## src/rtl/memory_controller_pkg.sv

```systemverilog
// Shared state encoding and widths for the memory_controller block.
package memory_controller_pkg;

    localparam int unsigned WAIT_CNT_W = 4;

    typedef enum logic [1:0] {
        IDLE   = 2'd0,
        ACCESS = 2'd1,
        DONE   = 2'd2
    } state_t;

endpackage

```

## src/rtl/memory_controller_if.sv

```systemverilog
// CPU-side and memory-side signal bundle of memory_controller.
// The slave modport is the controller's view; master is the surrounding system.
interface memory_controller_if #(
    parameter int unsigned DATAWIDTH_BUS = 32
);

    logic                     CPU_REQ;
    logic                     CPU_WE;
    logic [DATAWIDTH_BUS-1:0] CPU_ADDR;
    logic [DATAWIDTH_BUS-1:0] CPU_WDATA;
    logic [DATAWIDTH_BUS-1:0] CPU_RDATA;
    logic                     CPU_DONE;
    logic                     CPU_BUSY;
    logic                     CPU_TIMEOUT;

    logic                     MEM_RD;
    logic                     MEM_WR;
    logic [DATAWIDTH_BUS-1:0] MEM_ADDR;
    logic [DATAWIDTH_BUS-1:0] MEM_WDATA;
    logic [DATAWIDTH_BUS-1:0] MEM_RDATA;
    logic                     MEM_ACK;

    modport slave (
        input  CPU_REQ, CPU_WE, CPU_ADDR, CPU_WDATA, MEM_RDATA, MEM_ACK,
        output CPU_RDATA, CPU_DONE, CPU_BUSY, CPU_TIMEOUT,
        output MEM_RD, MEM_WR, MEM_ADDR, MEM_WDATA
    );

    modport master (
        output CPU_REQ, CPU_WE, CPU_ADDR, CPU_WDATA, MEM_RDATA, MEM_ACK,
        input  CPU_RDATA, CPU_DONE, CPU_BUSY, CPU_TIMEOUT,
        input  MEM_RD, MEM_WR, MEM_ADDR, MEM_WDATA
    );

endinterface

```

## src/rtl/memory_controller_wait_counter.sv

```systemverilog
// Access-cycle counter; terminal_c flags the last permitted ACCESS cycle.
module memory_controller_wait_counter
    import memory_controller_pkg::*;
#(
    parameter int unsigned MEM_WAIT_CYCLES = 2
) (
    input  logic clk,
    input  logic rst,
    input  logic clear,
    input  logic enable,
    output logic terminal_c
);

    logic [WAIT_CNT_W-1:0] count;

    always_ff @(posedge clk) begin
        if (rst) begin
            count <= '0;
        end else if (clear) begin
            count <= '0;
        end else if (enable) begin
            count <= count + WAIT_CNT_W'(1);
        end
    end

    assign terminal_c = (count == WAIT_CNT_W'(MEM_WAIT_CYCLES - 1));

endmodule

```

## src/rtl/memory_controller.sv

```systemverilog
// Single-outstanding CPU-to-memory access controller with a bounded wait.
// Optional MEMORY_CONTROLLER_ALIGN_CHECK_EN rejects misaligned requests instead of aligning them.
module memory_controller
    import memory_controller_pkg::*;
#(
    parameter int unsigned DATAWIDTH_BUS   = 32,
    parameter int unsigned MEM_WAIT_CYCLES = 2
) (
    input  logic               MEMORY_CONTROLLER_CLOCK_50,
    input  logic               MEMORY_CONTROLLER_RESET_InHigh,
    memory_controller_if.slave bus
);

    logic clk;
    logic rst;

    assign clk = MEMORY_CONTROLLER_CLOCK_50;
    assign rst = MEMORY_CONTROLLER_RESET_InHigh;

    state_t state_q;
    state_t state_d;

    logic                     we_q;
    logic                     we_d;
    logic [DATAWIDTH_BUS-1:0] addr_q;
    logic [DATAWIDTH_BUS-1:0] wdata_q;
    logic [DATAWIDTH_BUS-1:0] rdata_q;
    logic [DATAWIDTH_BUS-1:0] addr_in;
    logic                     timeout_q;
    logic                     done_q;
    logic                     busy_q;
    logic                     rd_q;
    logic                     wr_q;

    logic accept;
    logic complete;
    logic skip;
    logic cnt_clear;
    logic cnt_enable;
    logic terminal_c;
    logic rd_d;
    logic wr_d;

`ifdef MEMORY_CONTROLLER_ALIGN_CHECK_EN
    // Misaligned requests bypass memory entirely and report as a timeout.
    assign addr_in = bus.CPU_ADDR;
    assign skip    = (bus.CPU_ADDR[1:0] != 2'b00);
`else
    // Word accesses only: the byte offset is dropped before reaching memory.
    assign addr_in = bus.CPU_ADDR & ~DATAWIDTH_BUS'(3);
    assign skip    = 1'b0;
`endif

    memory_controller_wait_counter #(
        .MEM_WAIT_CYCLES(MEM_WAIT_CYCLES)
    ) u_wait_counter (
        .clk       (clk),
        .rst       (rst),
        .clear     (cnt_clear),
        .enable    (cnt_enable),
        .terminal_c(terminal_c)
    );

    // State register.
    always_ff @(posedge clk) begin
        if (rst) begin
            state_q <= IDLE;
        end else begin
            state_q <= state_d;
        end
    end

    // Next state, handshake decisions and next-cycle strobe values.
    always_comb begin
        state_d    = state_q;
        accept     = 1'b0;
        complete   = 1'b0;
        cnt_clear  = 1'b0;
        cnt_enable = 1'b0;
        we_d       = we_q;
        rd_d       = 1'b0;
        wr_d       = 1'b0;

        unique case (state_q)
            IDLE: begin
                if (bus.CPU_REQ) begin
                    accept    = 1'b1;
                    cnt_clear = 1'b1;
                    we_d      = bus.CPU_WE;
                    state_d   = skip ? DONE : ACCESS;
                end
            end
            ACCESS: begin
                cnt_enable = 1'b1;
                if (bus.MEM_ACK || terminal_c) begin
                    complete = 1'b1;
                    state_d  = DONE;
                end
            end
            DONE: begin
                state_d = IDLE;
            end
            default: begin
                state_d = IDLE;
            end
        endcase

        rd_d = (state_d == ACCESS) && !we_d;
        wr_d = (state_d == ACCESS) && we_d;
    end

    // Request latches, read capture and registered status/strobe outputs.
    always_ff @(posedge clk) begin
        if (rst) begin
            we_q      <= 1'b0;
            addr_q    <= '0;
            wdata_q   <= '0;
            rdata_q   <= '0;
            timeout_q <= 1'b0;
            done_q    <= 1'b0;
            busy_q    <= 1'b0;
            rd_q      <= 1'b0;
            wr_q      <= 1'b0;
        end else begin
            we_q   <= we_d;
            done_q <= (state_d == DONE);
            busy_q <= (state_d != IDLE);
            rd_q   <= rd_d;
            wr_q   <= wr_d;

            if (accept) begin
                addr_q  <= addr_in;
                wdata_q <= bus.CPU_WDATA;
            end

            if (complete) begin
                timeout_q <= !bus.MEM_ACK;
                if (!we_q) begin
                    rdata_q <= bus.MEM_RDATA;
                end
            end else if (accept && skip) begin
                timeout_q <= 1'b1;
            end
        end
    end

    assign bus.CPU_RDATA   = rdata_q;
    assign bus.CPU_DONE    = done_q;
    assign bus.CPU_BUSY    = busy_q;
    assign bus.CPU_TIMEOUT = timeout_q;
    assign bus.MEM_RD      = rd_q;
    assign bus.MEM_WR      = wr_q;
    assign bus.MEM_ADDR    = addr_q;
    assign bus.MEM_WDATA   = wdata_q;

endmodule

```

## src/flat_wrapper.sv

```systemverilog
// flat-port wrapper written by rule: the top's interface ports become plain ports
module memory_controller_flat import memory_controller_pkg::*;
#(
    parameter int unsigned DATAWIDTH_BUS   = 32,
    parameter int unsigned MEM_WAIT_CYCLES = 2
)
  (MEMORY_CONTROLLER_CLOCK_50, MEMORY_CONTROLLER_RESET_InHigh, bus_CPU_REQ, bus_CPU_WE, bus_CPU_ADDR, bus_CPU_WDATA, bus_MEM_RDATA, bus_MEM_ACK, bus_CPU_RDATA, bus_CPU_DONE, bus_CPU_BUSY, bus_CPU_TIMEOUT, bus_MEM_RD, bus_MEM_WR, bus_MEM_ADDR, bus_MEM_WDATA);
  memory_controller_if #(.DATAWIDTH_BUS(DATAWIDTH_BUS)) bus_i ();
  input  logic MEMORY_CONTROLLER_CLOCK_50;
  input  logic MEMORY_CONTROLLER_RESET_InHigh;
  input wire logic [$bits(bus_i.CPU_REQ)-1:0] bus_CPU_REQ;
  input wire logic [$bits(bus_i.CPU_WE)-1:0] bus_CPU_WE;
  input wire logic [$bits(bus_i.CPU_ADDR)-1:0] bus_CPU_ADDR;
  input wire logic [$bits(bus_i.CPU_WDATA)-1:0] bus_CPU_WDATA;
  input wire logic [$bits(bus_i.MEM_RDATA)-1:0] bus_MEM_RDATA;
  input wire logic [$bits(bus_i.MEM_ACK)-1:0] bus_MEM_ACK;
  output wire logic [$bits(bus_i.CPU_RDATA)-1:0] bus_CPU_RDATA;
  output wire logic [$bits(bus_i.CPU_DONE)-1:0] bus_CPU_DONE;
  output wire logic [$bits(bus_i.CPU_BUSY)-1:0] bus_CPU_BUSY;
  output wire logic [$bits(bus_i.CPU_TIMEOUT)-1:0] bus_CPU_TIMEOUT;
  output wire logic [$bits(bus_i.MEM_RD)-1:0] bus_MEM_RD;
  output wire logic [$bits(bus_i.MEM_WR)-1:0] bus_MEM_WR;
  output wire logic [$bits(bus_i.MEM_ADDR)-1:0] bus_MEM_ADDR;
  output wire logic [$bits(bus_i.MEM_WDATA)-1:0] bus_MEM_WDATA;
  assign bus_i.CPU_REQ = bus_CPU_REQ;
  assign bus_i.CPU_WE = bus_CPU_WE;
  assign bus_i.CPU_ADDR = bus_CPU_ADDR;
  assign bus_i.CPU_WDATA = bus_CPU_WDATA;
  assign bus_i.MEM_RDATA = bus_MEM_RDATA;
  assign bus_i.MEM_ACK = bus_MEM_ACK;
  assign bus_CPU_RDATA = bus_i.CPU_RDATA;
  assign bus_CPU_DONE = bus_i.CPU_DONE;
  assign bus_CPU_BUSY = bus_i.CPU_BUSY;
  assign bus_CPU_TIMEOUT = bus_i.CPU_TIMEOUT;
  assign bus_MEM_RD = bus_i.MEM_RD;
  assign bus_MEM_WR = bus_i.MEM_WR;
  assign bus_MEM_ADDR = bus_i.MEM_ADDR;
  assign bus_MEM_WDATA = bus_i.MEM_WDATA;
  memory_controller #(.DATAWIDTH_BUS(DATAWIDTH_BUS), .MEM_WAIT_CYCLES(MEM_WAIT_CYCLES)) u_core (.MEMORY_CONTROLLER_CLOCK_50(MEMORY_CONTROLLER_CLOCK_50), .MEMORY_CONTROLLER_RESET_InHigh(MEMORY_CONTROLLER_RESET_InHigh), .bus(bus_i));
endmodule
```

## config.mk

```make
export PLATFORM = sky130hd
export DESIGN_NAME = memory_controller_flat
export DESIGN_NICKNAME = d
export VERILOG_FILES = /design/src/rtl/memory_controller_pkg.sv /design/src/rtl/memory_controller_if.sv /design/src/rtl/memory_controller_wait_counter.sv /design/src/rtl/memory_controller.sv /design/src/flat_wrapper.sv
export SDC_FILE = /design/constraint.sdc
export NUM_CORES = 1
export LEC_CHECK = 0
export ABC_AREA = 1
export CAP_MARGIN = 20
export CORE_UTILIZATION = 35
export DETAILED_ROUTE_END_ITERATION = 10
export MAX_ROUTING_LAYER = met4
export PLACE_DENSITY_LB_ADDON = 0.05
export SETUP_SLACK_MARGIN = 0.05
export SLEW_MARGIN = 20
export SYNTH_ARGS = -nofsm -noshare
export SYNTH_HDL_FRONTEND = slang
export SYNTH_SLANG_ARGS = --single-unit
```

## constraint.sdc

```tcl
create_clock -name MEMORY_CONTROLLER_CLOCK_50 -period 1.6 [get_ports MEMORY_CONTROLLER_CLOCK_50]
set_input_delay 0.16 -clock MEMORY_CONTROLLER_CLOCK_50 [delete_from_list [all_inputs] [get_ports MEMORY_CONTROLLER_CLOCK_50]]
set_output_delay 0.16 -clock MEMORY_CONTROLLER_CLOCK_50 [all_outputs]
set_load 0.02 [all_outputs]
```

======== Word-level counts from Yosys, hierarchy flattened ========
Index checks and enable logic that the tools add are counted.
Widths: inputs -> output; s select.
operators by class
  reduce and logical (&&, ||, !) cells .... 9
  bitwise logic cells ..................... 1
  mux-type cells .......................... 10
  equality and inequality tests ........... 4
  $add $sub $neg .......................... 1
operators with widths
  operator             number
  $mux 1               7
  $add 4x1->4 const B  1
  $eq 2x1->1 const B   2
  $eq 4x1->1 const B   1
  $mux 2               2
  $pmux 2 s2           1
  $eq 2x2->1 const B   1
  $logic_and 1x1->1    2
  $logic_not 1->1      2
  $logic_not 2->1      1
  $reduce_and 2->1     1
  $reduce_bool 2->1    1
  $reduce_or 2->1      1
  $logic_or 1x1->1     1
  $not 1->1            1
storage, ports and cells
  output and inout port bits .............. 101
  logic and storage cells ................. 36
  input port bits ......................... 101
  register bits after elaboration ......... 106

======== Longest topological paths before layout ========
  depth in word-level cells ............... 6
  gate-level depth with buffers ........... 9
  gate-level depth less buffers ........... 8

======== Modules after synthesis ========
Synthesis repeated with hierarchy kept, for this count alone.
second synthesis, totals
  cell total of the unflattened synthesis .. 603
  area, all modules ....................... 4,324.1 um2
modules (own cells, without submodules)
  module                          instances  cells each  sequential area each (um2)  area an instance (um2)
  memory_controller               1          579         2,042.0                     4,137.7
  memory_controller_wait_counter  1          24          80.1                        186.4

======== Worst setup path before layout ========
No wires, ideal clock.
  path type ............................... reg-to-reg
  start point ............................. register u_core.u_wait_counter.count[1]
  end point ............................... register u_core.rdata_q[0] (netlist: u_core.bus.CPU_RDATA[0])
  slack ................................... 431 ps
  buffers on the path ..................... 1
  arrival ................................. 1,059 ps
  stages on the path, launching flop included .. 10
  setup time .............................. 110 ps
  required time ........................... 1,490 ps
  clock period less this slack ............ 1,169 ps
  cells stage by stage .................... dfxtp_1 -> inv_1 -> ha_1 -> nand2_1 -> nand2_2 -> nand3_4 -> buf_6 -> nand2_1 -> inv_1 -> nor2_1
on the way
  longest elaborated chain between the ends .. 5
RTL lines
  item                        RTL line                              text
  start, declared             memory_controller_wait_counter.sv:14  logic [WAIT_CNT_W-1:0] count;
  start signal, assigned      memory_controller_wait_counter.sv:22  count <= count + WAIT_CNT_W'(1);
  $eq 4x1->1                  memory_controller_wait_counter.sv:26  assign terminal_c = (count == WAIT_CNT_W'(MEM_WAIT_CYCLES - 1));
  $logic_or 1x1->1            memory_controller.sv:95               if (bus.MEM_ACK || terminal_c) begin
  $mux 1                      memory_controller.sv:95
  $mux 1                      memory_controller.sv:84               unique case (state_q)
  $reduce_and 2->1 (no line)  n/a
  end signal, assigned        memory_controller.sv:139              rdata_q <= bus.MEM_RDATA;
  end, declared               memory_controller.sv:27               logic [DATAWIDTH_BUS-1:0] rdata_q;
No other way between the ends.
A chain may end at the register's enable or synchronous reset.

======== Worst setup path after layout ========
  start point ............................. register u_core.addr_q[30] (netlist: u_core.bus.MEM_ADDR[30])
  end point ............................... output port bus_MEM_ADDR[30]
RTL lines
  item                    RTL line                  text
  start, declared         memory_controller.sv:25   logic [DATAWIDTH_BUS-1:0] addr_q;
  start signal, assigned  memory_controller.sv:132  addr_q <= addr_in;
  end, declared           flat_wrapper.sv:23        output wire logic [$bits(bus_i.MEM_ADDR)-1:0] bus_MEM_ADDR;
No word-level cell between the ends.

==> impl_metrics.csv <==
group,metric,value,unit
run_status,outcome,"finished clean",
cts,postCtsSetupBuffers,0,
routing,drt_first_pass_iters,4,
yosys,yosysUniqueCellTypes,22,
cts,cts_max_path_buffers,2,
sta,maxClockFrequency,684,MHz
yosys,synth-compound-area-share,0.0792,
routing,viasPerCell,4.48,
min_path,min-delay-start,"bus_CPU_ADDR[25]",
setup_path,critPathCaptureType,"primary output",
yosys,syn_avg_cell_area,7.07,um^2
setup_path,r2r_start,"u_core.u_wait_counter.count[1]",
setup_path,rr_worst_depth,8,
cells_and_area,drive_above_1_share,0.0463,
routing,drcViolationCount,0,
placement,portBuffers,197,
yosys,synth_area,4300,um^2
setup_path,max_stage_delay,0.63,ns
setup_path,r2r_slack,0.20,ns
cells_and_area,diodes,0,
power_and_ir_drop,power_leakage,2.97,nW
sta,rsz0062_at_grt,"false",
setup_path,crit_slowest_cell,"clkdlybuf4s50_1",
cells_and_area,final_cell_mix,"clkdlybuf4s50_1, nor2_1, dfxtp_1, inv_1, nand2_1",
yosys,ys_warn_count,0,
floorplanning,die-height,113,um
setup_path,reg2reg_to,"u_core.bus.CPU_RDATA[31]",
routing,routedWlPerCell,12.2,um
floorplanning,fp.dieW,113,um
yosys,synthAdderAreaFrac,0.00582,
cts,clk_latency,0.34,ns
floorplanning,core_area,12000,um^2
setup_path,path_cells,"clkdlybuf4s50_1",
sta,fin_skew,0.00403,ns
setup_path,crit_buf_inv,1,
setup_path,crit_required,1.44,ns
setup_path,critPathTopFamily,"buffers and inverters",
yosys,synthMuxAreaShare,0,
placement,gp_congestion,0.739,
setup_path,arrival,1.30,ns
sta,finalSetupTns,0,ns
cells_and_area,syn_to_final_growth,57.1,%
global_routing,grt_pass1_vias,3991,
run,drv_cap,0,
yosys,synthXorXnorAreaFrac,0,
cts,htreeDepth,3,
routing,num_vias,4244,
global_routing,track_usage,0.187,
yosys,yosys.area_share.simple,0.276,
setup_path,cp_max_fo,2,
min_path,hold_class,"primary input to register",
sta,min_period,1.46,ns
setup_path,critPathKind,"register to primary output",
setup_path,cp-start-kind,"register",
floorplanning,row_count,40,
cts,numCtsBuffers,9,
cells_and_area,final_common_cell,"clkdlybuf4s50_1",
global_routing,grt_max_degree,36,
yosys,synth-seq-cells,106,
cts,cts_tree,"yes",
placement,dpl_cell_area,6440,um^2
floorplanning,start_util,0.358,
min_path,min_path_cells,3,
cts,root_buffer,"clkbuf_16",
placement,hpwl,7.94,mm
yosys,synth_top_family_by_area,"simple AND/OR/NAND/NOR gates",
global_routing,grt-ovfl-total,0,
global_routing,grt_pass1_wl,18.6,mm
power_and_ir_drop,power_density,1000,nW/um^2
sta,maxSlewViolCount,0,
cts,path_clk_slew,0.06,ns
sta,hold_viol,0,
floorplanning,die_area,12700,um^2
cts,cts.sinks,106,
floorplanning,io_pins,202,
min_path,min_to,"u_core.bus.MEM_ADDR[25]",
power_and_ir_drop,peakVddDrop,0.000508,V
cts,ctsHoldBuffers,0,
cells_and_area,final_area,6760,um^2
cells_and_area,nNetsFinal,898,
sta,setup_viol,0,
sta,post-route-period-util,0.914,
global_routing,antenna_found_initial,0,
yosys,yosysSeqAreaShare,0.494,
yosys,syn-instance-count,608,
routing,totalWireLength,11.6,mm
routing,drtIter0Drc,264,
routing,drtAntennaViolNets,0,
[flip-flops by register name, indices dropped and copies added, names as in the netlist]
signal / count
u_core.bus.CPU_TIMEOUT: 1
u_core.bus.CPU_DONE: 1
u_core.we_q: 1
u_core.bus.MEM_WR: 1
u_core.u_wait_counter.count: 4
u_core.bus.CPU_RDATA: 32
u_core.bus.MEM_RD: 1
u_core.state_q: 2
u_core.bus.CPU_BUSY: 1
u_core.bus.MEM_WDATA: 32
u_core.bus.MEM_ADDR: 30
[how the worst max path moves through the flow]
stage | start | end | slack, ns | cells past startpoint
after floorplan | u_core.u_wait_counter.count[1] | u_core.bus.CPU_RDATA[0] | 0.43 | 9
after global placement | bus_MEM_ACK | u_core.bus.CPU_RDATA[0] | 0.04 | 7
after detailed placement | bus_MEM_ACK | u_core.bus.CPU_RDATA[31] | 0.006 | 7
after CTS | u_core.u_wait_counter.count[0] | u_core.bus.CPU_RDATA[14] | 0.07 | 7
after global routing | u_core.u_wait_counter.count[0] | u_core.bus.CPU_RDATA[27] | 0.05 | 7
final | u_core.bus.MEM_ADDR[30] | bus_MEM_ADDR[30] | 0.14 | 1
[power breakdown]
part	internal, mW	leakage (nW)	total, mW	switching [mW]
Sequential	2.85	0.873	2.95	0.102
Clock	1.30	0.147	2.24	0.942
Combinational	0.778	1.95	1.59	0.811
Total	4.93	2.97	6.78	1.85
[synthesized netlist by cell type]
master    number  area, um^2
buf_2         19        95.1
nand2_2        1        6.26
inv_1        106         398
clkinv_1       1        3.75
nand3b_4       1        20.0
nand4_1       32         200
a21oi_1        1        5.00
o21ai_1        2        10.0
nand3_4        1        17.5
conb_1         1        3.75
o21ai_0       65         325
buf_6          3        33.8
buf_4          5        37.5
dfxtp_1      106        2120
nor2_4         1        11.3
nand3_1        1        5.00
clkbuf_1      11        41.3
ha_1           2        25.0
nor3b_1        1        7.51
nand2_1       78         293
inv_2          3        11.3
nor2_1       167         627
[per-stage QoR]
step                      total power, mW  hold slack, ns  setup slack, ns  instances  utilization
after global placement               4.57           0.441           0.0378        930        0.536
after global routing                 7.15           0.435           0.0457        947        0.562
final                                6.78           0.438            0.137        947        0.562
after detailed placement             4.60           0.450          0.00610        930        0.536
after floorplan                      3.80           0.232            0.431        609            -
after CTS                            6.88           0.420           0.0711        946        0.561
[final cells by class]
class | count | area (um^2)
clock inverter | 2 | 35.0
fill | 1188 | 5260
clock buffer | 14 | 264
tap | 147 | 184
inverter | 110 | 413
timing repair buffer | 212 | 2160
multi-input combinational | 356 | 1580
sequential | 106 | 2120
[routing by layer]
layer  vias to the layer above  global-route usage  share of wire
met5                         -                   -              0
met4                         0              0.0676          0.015
met3                        16              0.0493          0.073
met2                       136               0.302           0.46
met1                      1893               0.225           0.46
li1                       2199                   -              -
[logic make-up after synthesis]
| family | Yosys count |
|---|---|
| other | 1 |
| flip-flops | 106 |
| AO/OA/AOI/OAI | 68 |
| buffers and inverters | 148 |
| adder cells (fa/ha/maj) | 2 |
| AND/OR/NAND/NOR | 283 |
[repair_timing]
item                                    in CTS  in global routing
endpoints found under the hold margin        0                  0
gates resized for setup                      0                  1
endpoints found under the setup margin       0                 32
No activity file was read; power rests on OpenSTA's default activity.
